## src/rtl/pipe_pkg.sv

```systemverilog
// pipe_pkg: shared types and constants for the 16-bit pipeline memory stage
package pipe_pkg;
    localparam int WORD_W = 16;
    localparam logic [WORD_W-1:0] DEAD_VALUE_DEF = 16'hDEAD;
    typedef enum logic [1:0] {IDLE, ACCESS, DONE} state_t;
endpackage

```

## src/rtl/mem_access_stage_if.sv

```systemverilog
// mem_access_stage_if: req/ack data-memory bus between the memory stage and data memory
interface mem_access_stage_if;
    logic                          MemReq;
    logic                          MemWe;
    logic [pipe_pkg::WORD_W-2:0]   MemAddr;
    logic [pipe_pkg::WORD_W-1:0]   MemWdata;
    logic [pipe_pkg::WORD_W-1:0]   MemRdata;
    logic                          MemAck;
    modport master (output MemReq, MemWe, MemAddr, MemWdata, input MemRdata, MemAck);
    modport slave (input MemReq, MemWe, MemAddr, MemWdata, output MemRdata, MemAck);
endinterface

```

## src/rtl/mem_wait_timer.sv

```systemverilog
// mem_wait_timer: counts cycles spent waiting for a memory ack; flags the last allowed cycle
module mem_wait_timer #(
    parameter int LIMIT = 64
) (
    input  logic CLK,
    input  logic Reset,
    input  logic clr,
    input  logic en,
    output logic last
);
    localparam int W = $clog2(LIMIT + 1);
    logic [W-1:0] cnt;
    // clear on a new access, otherwise count each waited cycle
    always_ff @(posedge CLK) begin
        if (Reset || clr) cnt <= '0;
        else if (en) cnt <= cnt + 1'b1;
    end
    assign last = cnt == W'(LIMIT - 1);
endmodule

```

## src/rtl/mem_access_stage.sv

```systemverilog
// mem_access_stage: pipeline memory stage issuing loads/stores over a variable-latency req/ack bus
module mem_access_stage
    import pipe_pkg::*;
#(
    parameter int                MEM_TIMEOUT = 64,
    parameter logic [WORD_W-1:0] DEAD_VALUE  = DEAD_VALUE_DEF
) (
    input  logic              CLK,
    input  logic              Reset,
    mem_access_stage_if.master mem,
    input  logic              IValid,
    input  logic              IMemRead,
    input  logic              IMemWrite,
    input  logic              IRegWrite,
    input  logic              IRegStore,
    input  logic [WORD_W-1:0] IALUResult,
    input  logic [WORD_W-1:0] IStoreData,
    input  logic [WORD_W-1:0] IRd,
    output logic              ORegWrite,
    output logic              ORegStore,
    output logic [WORD_W-1:0] OALUResult,
    output logic [WORD_W-1:0] OStoreMem,
    output logic [WORD_W-1:0] ORd,
    output logic              OAdvance,
    output logic              OStall,
    output logic              OMisaligned,
    output logic              OTimeout
);
    state_t state, state_nx;
    logic memop, idle, accept, misalign, in_access, last;
    logic rw_q, rs_q;
    logic [WORD_W-1:0] alu_q, rd_q, load_q;

    assign idle      = state == IDLE;
    assign in_access = state == ACCESS;
    assign memop     = IValid & (IMemRead | IMemWrite);
    assign accept    = idle & memop & ~IALUResult[0];
    assign misalign  = idle & memop & IALUResult[0];

    mem_wait_timer #(.LIMIT(MEM_TIMEOUT)) u_timer (
        .CLK   (CLK),
        .Reset (Reset),
        .clr   (accept),
        .en    (in_access & ~mem.MemAck & ~last),
        .last  (last)
    );

    // state register
    always_ff @(posedge CLK) begin
        if (Reset) state <= IDLE;
        else state <= state_nx;
    end

    // next state: accept aligned memops, finish on ack or timeout, always retire through DONE
    always_comb begin
        state_nx = idle ? (accept ? ACCESS : IDLE)
                 : in_access ? ((mem.MemAck | last) ? DONE : ACCESS)
                 : IDLE;
    end

    // stage outputs: passthrough while idle, latched fields once the access has retired
    always_comb begin
        OAdvance   = idle ? ~accept : (state == DONE);
        OStall     = accept | in_access;
        ORegWrite  = idle ? IValid & IRegWrite & ~misalign : rw_q;
        ORegStore  = idle ? IRegStore : rs_q;
        OALUResult = idle ? IALUResult : alu_q;
        ORd        = idle ? IRd : rd_q;
        OStoreMem  = (state == DONE) ? load_q : '0;
    end

    // bus request, latched instruction fields, load data and sticky error flags
    always_ff @(posedge CLK) begin
        if (Reset) begin
            mem.MemReq   <= 1'b0;
            mem.MemWe    <= 1'b0;
            mem.MemAddr  <= '0;
            mem.MemWdata <= '0;
            rw_q         <= 1'b0;
            rs_q         <= 1'b0;
            alu_q        <= '0;
            rd_q         <= '0;
            load_q       <= '0;
            OMisaligned  <= 1'b0;
            OTimeout     <= 1'b0;
        end else begin
            if (accept) begin
                rw_q         <= IRegWrite;
                rs_q         <= IRegStore;
                alu_q        <= IALUResult;
                rd_q         <= IRd;
                mem.MemAddr  <= IALUResult[WORD_W-1:1];
                mem.MemWdata <= IStoreData;
                mem.MemReq   <= 1'b1;
                mem.MemWe    <= IMemWrite;
            end else if (in_access && mem.MemAck) begin
                mem.MemReq <= 1'b0;
                mem.MemWe  <= 1'b0;
                load_q     <= mem.MemWe ? '0 : mem.MemRdata;
            end else if (in_access && last) begin
                mem.MemReq <= 1'b0;
                mem.MemWe  <= 1'b0;
                load_q     <= DEAD_VALUE;
                rw_q       <= 1'b0;
                OTimeout   <= 1'b1;
            end
            if (misalign) OMisaligned <= 1'b1;
        end
    end
endmodule

```

## src/flat_wrapper.sv

```systemverilog
// flat-port wrapper written by rule: the top's interface ports become plain ports
module mem_access_stage_flat import pipe_pkg::*;
#(
    parameter int                MEM_TIMEOUT = 64,
    parameter logic [WORD_W-1:0] DEAD_VALUE  = DEAD_VALUE_DEF
)
  (CLK, Reset, IValid, IMemRead, IMemWrite, IRegWrite, IRegStore, IALUResult, IStoreData, IRd, ORegWrite, ORegStore, OALUResult, OStoreMem, ORd, OAdvance, OStall, OMisaligned, OTimeout, mem_MemReq, mem_MemWe, mem_MemAddr, mem_MemWdata, mem_MemRdata, mem_MemAck);
  mem_access_stage_if mem_i ();
  input  logic CLK;
  input  logic Reset;
  input  logic IValid;
  input  logic IMemRead;
  input  logic IMemWrite;
  input  logic IRegWrite;
  input  logic IRegStore;
  input  logic [WORD_W-1:0] IALUResult;
  input  logic [WORD_W-1:0] IStoreData;
  input  logic [WORD_W-1:0] IRd;
  output logic ORegWrite;
  output logic ORegStore;
  output logic [WORD_W-1:0] OALUResult;
  output logic [WORD_W-1:0] OStoreMem;
  output logic [WORD_W-1:0] ORd;
  output logic OAdvance;
  output logic OStall;
  output logic OMisaligned;
  output logic OTimeout;
  output wire logic [$bits(mem_i.MemReq)-1:0] mem_MemReq;
  output wire logic [$bits(mem_i.MemWe)-1:0] mem_MemWe;
  output wire logic [$bits(mem_i.MemAddr)-1:0] mem_MemAddr;
  output wire logic [$bits(mem_i.MemWdata)-1:0] mem_MemWdata;
  input wire logic [$bits(mem_i.MemRdata)-1:0] mem_MemRdata;
  input wire logic [$bits(mem_i.MemAck)-1:0] mem_MemAck;
  assign mem_MemReq = mem_i.MemReq;
  assign mem_MemWe = mem_i.MemWe;
  assign mem_MemAddr = mem_i.MemAddr;
  assign mem_MemWdata = mem_i.MemWdata;
  assign mem_i.MemRdata = mem_MemRdata;
  assign mem_i.MemAck = mem_MemAck;
  mem_access_stage #(.MEM_TIMEOUT(MEM_TIMEOUT), .DEAD_VALUE(DEAD_VALUE)) u_core (.CLK(CLK), .Reset(Reset), .mem(mem_i), .IValid(IValid), .IMemRead(IMemRead), .IMemWrite(IMemWrite), .IRegWrite(IRegWrite), .IRegStore(IRegStore), .IALUResult(IALUResult), .IStoreData(IStoreData), .IRd(IRd), .ORegWrite(ORegWrite), .ORegStore(ORegStore), .OALUResult(OALUResult), .OStoreMem(OStoreMem), .ORd(ORd), .OAdvance(OAdvance), .OStall(OStall), .OMisaligned(OMisaligned), .OTimeout(OTimeout));
endmodule
```

## config.mk

```make
export PLATFORM = sky130hd
export DESIGN_NAME = mem_access_stage_flat
export DESIGN_NICKNAME = d
export VERILOG_FILES = /design/src/rtl/pipe_pkg.sv /design/src/rtl/mem_access_stage_if.sv /design/src/rtl/mem_wait_timer.sv /design/src/rtl/mem_access_stage.sv /design/src/flat_wrapper.sv
export SDC_FILE = /design/constraint.sdc
export NUM_CORES = 1
export LEC_CHECK = 0
export ABC_AREA = 1
export BUFFER_PORTS_ARGS = -buffer_cell sky130_fd_sc_hd__buf_2
export CORE_UTILIZATION = 25
export CTS_BUF_LIST = sky130_fd_sc_hd__clkbuf_2
export CTS_CLUSTER_SIZE = 40
export DETAILED_ROUTE_END_ITERATION = 7
export GPL_TIMING_DRIVEN = 0
export PLACE_DENSITY = 0.48
export SYNTH_ARGS = -nofsm -noshare
export SYNTH_HDL_FRONTEND = slang
export SYNTH_HIERARCHICAL = 1
export SYNTH_SLANG_ARGS = --single-unit
export TNS_END_PERCENT = 100
```

## constraint.sdc

```tcl
create_clock -name CLK -period 3.37 [get_ports CLK]
set_input_delay 0.674 -clock CLK [delete_from_list [all_inputs] [get_ports CLK]]
set_output_delay 0.674 -clock CLK [all_outputs]
set_load 0.1 [all_outputs]
```

Word level (Yosys, flattened, before mapping)
Index checks and enable logic that the tools add are counted.
{ "word_totals": {"elab_cells": 64, "register_bits": 94, "in_bits": 72, "output_inout_bits": 87} }
{ "op_classes": {"eq_ne": 4, "add_sub_neg": 1, "mux": 19, "n_bitwise": 17, "n_reduce_logical": 10} }
{ "op_table": {"columns": ["op", "n"], "rows": [
  ["16-bit 2-to-1 mux", 6],
  ["1-bit 2-to-1 mux", 10],
  ["1-bit bitwise AND", 8],
  ["7-bit by 1-bit adder with 7-bit output (second input constant)", 1],
  ["7-bit by 6-bit == test with 1-bit output (second input constant)", 1],
  ["2-bit 2-to-1 mux", 3],
  ["1-bit inverter", 6],
  ["2-bit AND reduction", 2],
  ["2-bit nonzero test", 2],
  ["1-bit OR", 3],
  ["3-bit AND reduction", 1],
  ["3-bit nonzero test", 1],
  ["2-bit by 1-bit == test with 1-bit output (second input constant)", 1],
  ["2-bit == test (second input constant)", 1],
  ["1-bit logical AND", 2],
  ["2-bit logical NOT", 1],
  ["2-bit by 1-bit inequality test with 1-bit output (second input constant)", 1],
  ["1-bit logical OR", 1]
]} }

Depth between registers and ports, before layout
Gate-level depths: netlist of run 1.
{ "logic_depth": {"word_depth": 7, "ltp_mapped": 11, "mapped_depth_nobuf": 11} }

Modules after synthesis
The synthesis of run 1 kept the hierarchy.
{ "modules_own_cells": {"columns": ["mod", "seq_area_each_um2", "n_inst", "cells_each", "area_each_um2"], "rows": [
  ["mem_access_stage", 1441.4, 1, 589, 3802.4],
  ["mem_wait_timer", 140.1, 1, 49, 336.6]
]} }

Worst setup path after synthesis of run 1
OpenSTA, ideal clock, no wires.
{ "synth_path": {"path_type": "register to output", "from": "reg u_core.state[1]", "to": "out OALUResult[10]", "setup_slack_ns": -0.273, "t_required_ns": 2.696, "t_arrival_ns": 2.969, "path_stages_with_launch": 6, "n_path_buf": 2, "cell_sequence": "dfxtp_1 > nor2_4 > inv_2 > buf_4 > clkbuf_1 > o21ai_0"} }
{ "synth_via": {"elab_chain_cells": 2} }
{ "synth_lines": {"columns": ["element", "line", "source"], "rows": [
  ["start, declared", "mem_access_stage.sv:29", "state_t state, state_nx;"],
  ["start signal, assigned", "mem_access_stage.sv:51", "else state <= state_nx;"],
  ["2-bit logical NOT", "mem_access_stage.sv:34", "assign idle = state == IDLE;"],
  ["16-bit 2-to-1 mux", "mem_access_stage.sv:67", "OALUResult = idle ? IALUResult : alu_q;"],
  ["end, declared", "flat_wrapper.sv:21", "output logic [WORD_W-1:0] OALUResult;"]
]} }
No other way between the ends.

Worst setup path in the final report of run 1
{ "layout_path": {"from": "reg u_core.state[1]", "to": "out ORd[4]"} }
{ "layout_via": {"elab_chain_cells": 2} }
{ "layout_lines": {"columns": ["element", "line", "source"], "rows": [
  ["2-bit logical NOT", "mem_access_stage.sv:34", null],
  ["16-bit 2-to-1 mux", "mem_access_stage.sv:68", "ORd = idle ? IRd : rd_q;"],
  ["end, declared", "flat_wrapper.sv:23", "output logic [WORD_W-1:0] ORd;"]
]} }
No other way between the ends.

==> results of run 1 <==
[final timing paths]
| path | endpoint | depth (start not counted) | startpoint | slack (ps) |
|---|---|---|---|---|
| worst max register to register | u_core/u_timer/cnt[2]$_SDFFE_PP0P_ | 10 | u_core/u_timer/cnt[0]$_SDFFE_PP0P_ | 1400 |
| worst min register to register | u_core/alu_q[0]$_SDFFE_PP0P_ | 2 | u_core/alu_q[0]$_SDFFE_PP0P_ | 460 |
| worst min-delay path | u_core/load_q[15]$_SDFFE_PP0P_ | 3 | mem_MemRdata[15] | 310 |
| worst max-delay path | ORd[4] | 6 | u_core/state[1]$_SDFF_PP0_ | 370 |
[metal layers]
metal / global-route usage / wire length, microns / vias to the layer above
met5: 0 / 9 / -
met4: 0.0527 / 140 / 2
met3: 0.0342 / 725 / 11
met2: 0.248 / 5720 / 104
met1: 0.194 / 5980 / 1888
li1: - / - / 2312
[cell families after synthesis]
family | share of synthesized area
and+or+nand+nor | 0.373
adders and majority gates | 0.00302
AOI/OAI and AO/OA | 0.0747
DFF | 0.382
buffers and inverters | 0.167
[through the flow]
stage | instances | hold slack (ps) | util
2_1_floorplan | 638 | 423 | -
3_3_place_gp | 1012 | 434 | 0.325
3_5_place_dp | 1012 | 437 | 0.325
4_1_cts | 1028 | 242 | 0.338
5_1_grt | 1030 | 239 | 0.339
6_report | 1030 | 308 | 0.339
[power by group through the flow]
| stage | clock, mW | sequential, mW | combinational (mW) |
|---|---|---|---|
| final | 0.844 | 1.02 | 0.870 |
| after global routing | 0.918 | 1.02 | 0.928 |
| after detailed placement | 0 | 1.03 | 0.878 |
| after CTS | 0.880 | 1.02 | 0.879 |
| after floorplan | 0 | 1.14 | 0.598 |
| after global placement | 0 | 1.03 | 0.878 |
[state kept, by name (all words and copies together) (netlist names)]
register,cells
u_core/mem.MemWe,1
u_core/rs_q,1
u_core/mem.MemReq,1
u_core/alu_q,1
u_core/rw_q,1
u_core/mem.MemWdata,16
u_core/u_timer/cnt,7
u_core/state,2
u_core/OMisaligned,1
u_core/OTimeout,1
u_core/load_q,16
u_core/rd_q,16
u_core/mem.MemAddr,15
[worst reg2reg max path: cells and delay by family (launching register included)]
| kind | cells | cell delay (ps) |
|---|---|---|
| simple gates | 4 | 830 |
| flops | 1 | 440 |
| buf+inv | 3 | 230 |
| compound gates | 2 | 200 |
| fa+ha+maj | 1 | 180 |
[area by class of cell]
| type | count | area, sq um |
|---|---|---|
| plain buffers | 55 | 360 |
| repair buffers | 158 | 791 |
| well taps | 216 | 270 |
| multi-input cells | 416 | 1870 |
| fillers | 1898 | 10600 |
| clock inverters | 7 | 168 |
| clock buffers | 9 | 45.0 |
| diodes | 2 | 5.00 |
| flip-flops and latches | 79 | 1580 |
| inverters | 88 | 330 |
[cell usage after synthesis]
cell type and n:
nand2_1 143, nor2_1 139, inv_1 82, dfxtp_1 79, nand4_1 51, o21ai_0 39
buf_4 23, a21oi_1 21, buf_2 12, clkbuf_1 11, nand3_1 8, buf_6 7
inv_2 4, nor2_4 4, buf_1 2, clkinv_1 2, nand2_2 2, nor3_1 2
a21oi_2 1, ha_1 1, nand3_2 1, nand3_4 1, nor2_2 1, nor2_8 1
nor4_1 1
==> reports/qor.yml, run 1 <==
outcome:
  status: "finished, final reports clean"
sta:
  slew_headroom: 0.618
  rsz0062_at_grt: "no"
  clock.fmax_ghz: 0.333
  fin_skew_ps: 36.8
  fin_crit_sh: 0.890
  slew_violations: 0
  tightestPinTransition_ps: 572
  setup_violations: 0
  finalCriticalPeriod_ps: 3000
  fin_ws_ps: 371
  finalHoldViolations: 0
  setup_tns_ps: 0
cts:
  ctsHoldBuffers: 0
  cts_tree: "yes"
  cts.repair.resized: 0
  cts_root_buf: "clkbuf_2"
  clk_latency_ps: 580
  clock-sinks: 79
  htree_levels: 3
  cts_max_path_buffers: 2
  numCtsBuffers: 9
  post-cts-setup-buffer-count: 0
  path_clk_slew_ps: 270
synth:
  avgSynthCellArea_sq_um: 6.49
  netlist_instances: 638
  synthTopCellsByArea: "dfxtp_1 (38%), nand2_1 (13%), nor2_1 (13%)"
  netlist_area_sq_um: 4140
  synth_warnings: 6
  synth_nets: 711
  yosys.area.top_type: "dfxtp_1"
  synth_seq_area_share: 0.382
  synth_cell_types: 25
  yosys.area.top_type_share: 0.382
  ys_seq_elements: 79
critical_path:
  critPathMaxStageDelay_ps: 460
  cp-start-kind: "register"
  path_buf_inv: 4
  cp_max_fo: 10
  worstPathArrival_ps: 2320
  crit_required_ps: 2700
  worstPathCellList: "nor2_4, inv_2, buf_4, clkbuf_1, o21ai_0, buf_2"
  crit_family: "buffers and inverters"
  path_class: "reg -> out"
  endpoint_kind: "output port"
  slowest_stage: "buf_2"
grt:
  antenna_found_initial: 2
  grt_max_degree: 15
  grt_pass1_vias: 3921
  grt_pass1_wl_microns: 19600
  grtUsageTotal: 0.151
  overflow: 0
place:
  place.gp.congestion: 0.751
  numPortBuffers: 158
  dpl_worst_slack_ps: 624
  post_dp_cell_area_sq_um: 5200
  dp_hpwl_microns: 9630
drt:
  totalWireLength_microns: 12600
  drc_errors: 0
  vias: 4317
  routedWlPerCell_microns: 12.2
  ant_nets: 0
  vias_per_cell: 4.19
  drtIter0Drc: 136
  dr.pass1.iters: 4
power:
  power_mw: 2.73
  pwr-share-seq: 0.372
  switching_share: 0.401
  internal_power_mw: 1.63
  ir_drop_mv: 0.170
  p_leak_nw: 2.70
  p_clk_frac: 0.309
  power_switching_mw: 1.10
  power_frac_comb: 0.319
  power_per_cell_area_nw_per_um2: 504
die:
  die_h_microns: 131
  die_area_sq_um: 17100
  io_pins: 159
  die_w_microns: 131
  initial_core_util: 0.259
  coreArea_sq_um: 16000
  row_count: 46
finish:
  stdcell_area_sq_um: 5420
  layout_commonest_cell: "buf_2"
  area_delta_synth_final_pct: 30.9
  nNetsFinal: 880
  layout_common_cells: "buf_2 (170), nand2_1 (143), nor2_1 (139), inv_1 (82), dfxtp_1 (79)"
  drive_gt1_frac: 0.284
worst_hold_path:
  min_path_type: "in -> reg"
run:
  maxCapViolCount: 0
(Power assumes the default switching activity.)
==> run 2, diff against run 1 <==
--- a/config.mk
+++ b/config.mk
@@ -12,6 +12,7 @@
 export CTS_CLUSTER_SIZE = 40
 export DETAILED_ROUTE_END_ITERATION = 7
 export GPL_TIMING_DRIVEN = 0
+export MAX_ROUTING_LAYER = met4
 export PLACE_DENSITY = 0.48
 export SYNTH_ARGS = -nofsm -noshare
 export SYNTH_HDL_FRONTEND = slang
==> reports/qor.yml, run 2 (synthesis gave the netlist of run 1 again) <==
finish:
  reg_top3: "u_core/load_q: 16 flops, u_core/mem.MemWdata: 16 flops, u_core/rd_q: 16 flops"
  finalNonFillerCells: 1030
  nFillCells: 1898
  multi_input_area_sq_um: 1870
  area_delta_synth_final_pct: 30.9
  layout_commonest_cell: "buf_2"
  layout_common_cells: "buf_2 (170), nand2_1 (143), nor2_1 (139), inv_1 (82), dfxtp_1 (79)"
  seqCellArea_sq_um: 1580
  drive_gt1_frac: 0.284
  fin_util: 0.339
  nNetsFinal: 880
drt:
  drc_errors: 0
  routedWlPerCell_microns: 12.2
  vias_per_cell: 4.20
  vias: 4327
  totalWireLength_microns: 12600
  drtIter0Drc: 143
  dr.pass1.iters: 4
  ant_nets: 0
power:
  p_leak_nw: 2.70
  power_per_cell_area_nw_per_um2: 504
  ir_drop_mv: 0.170
  power_mw: 2.73
cts:
  clk_latency_ps: 580
  cts_root_buf: "clkbuf_2"
  cts_tree: "yes"
  path_clk_slew_ps: 270
  ctsHoldBuffers: 0
  cts.repair.resized: 0
  htree_levels: 3
  post-cts-setup-buffer-count: 0
  numCtsBuffers: 9
  cts_max_path_buffers: 2
  clock-sinks: 79
grt:
  antenna_found_initial: 2
  grt_pass1_wl_microns: 19600
  grt_max_degree: 15
  grtUsageTotal: 0.156
  overflow: 0
  grt_pass1_vias: 3918
place:
  numPortBuffers: 158
  place.gp.congestion: 0.760
  placed_cells: 1012
  dp_hpwl_microns: 9630
sta:
  fin_skew_ps: 35.8
  slew_headroom: 0.610
  setup_violations: 0
  fin_crit_sh: 0.890
  setup_tns_ps: 0
  finalHoldViolations: 0
  clock.fmax_ghz: 0.333
  tightestPinTransition_ps: 586
  slew_violations: 0
  finalCriticalPeriod_ps: 3000
  rsz0062_at_grt: "no"
die:
  die_w_microns: 131
  die_area_sq_um: 17100
  initial_core_util: 0.259
  die_h_microns: 131
  coreArea_sq_um: 16000
  row_count: 46
  io_pins: 159
critical_path:
  worstPathArrival_ps: 2330
  endpoint_kind: "output port"
  cp_max_fo: 10
  critPathMaxStageDelay_ps: 460
  worstPathCellList: "nor2_4, inv_2, buf_4, clkbuf_1, o21ai_0, buf_2"
  slowest_stage: "buf_2"
  cp-start-kind: "register"
  crit_family: "buffers and inverters"
  path_buf_inv: 4
  crit_required_ps: 2700
  path_class: "reg -> out"
worst_hold_path:
  min_path_type: "in -> reg"
run:
  maxCapViolCount: 0
outcome:
  status: "finished, final reports clean"
## run 2: routing by layer
metal | vias up | part of all wire | track usage
met1 | 1898 | 0.48 | 0.195
li1 | 2314 | - | -
met3 | 10 | 0.052 | 0.0342
met4 | 0 | 0.0099 | 0.0527
met2 | 105 | 0.46 | 0.248
met5 | - | 0 | -
## run 2: power breakdown
| group | total [mW] | internal (mW) | switching, mW |
|---|---|---|---|
| Combinational | 0.870 | 0.177 | 0.694 |
| Clock | 0.844 | 0.472 | 0.372 |
| Sequential | 1.02 | 0.986 | 0.0295 |
## run 2: final timing paths
check                                     startpoint                            endpoint  slack, ps  cells past startpoint
setup / recovery          u_core/state[1]$_SDFF_PP0_                              ORd[4]        370                      6
hold / removal                      mem_MemRdata[15]      u_core/load_q[15]$_SDFFE_PP0P_        310                      3
setup reg to reg  u_core/u_timer/cnt[0]$_SDFFE_PP0P_  u_core/u_timer/cnt[2]$_SDFFE_PP0P_       1420                     10
hold reg to reg         u_core/alu_q[0]$_SDFFE_PP0P_        u_core/alu_q[0]$_SDFFE_PP0P_        460                      2
## run 2: tightest hold or removal path, stage by stage
cell and delay, ps:
buf_2 80, a21oi_1 60, nor2_1 70
## run 2: cell type report
type	count	area share
sequential	79	0.292
timing repair buffer	158	0.146
clock buffer	9	0.00831
buffer	55	0.0665
inverter	88	0.0610
multi-input combinational	416	0.345
antenna	2	0.000924
clock inverter	7	0.0309
tap	216	0.0499
## run 2: per-stage QoR
step | hold slack (ps) | worst slack (ps) | cell area [sq um]
2_1_floorplan | 423 | -273 | 4140
4_1_cts | 242 | 266 | 5410
3_5_place_dp | 437 | 624 | 5200
6_report | 313 | 369 | 5420
3_3_place_gp | 434 | 608 | 5200
5_1_grt | 239 | 112 | 5420
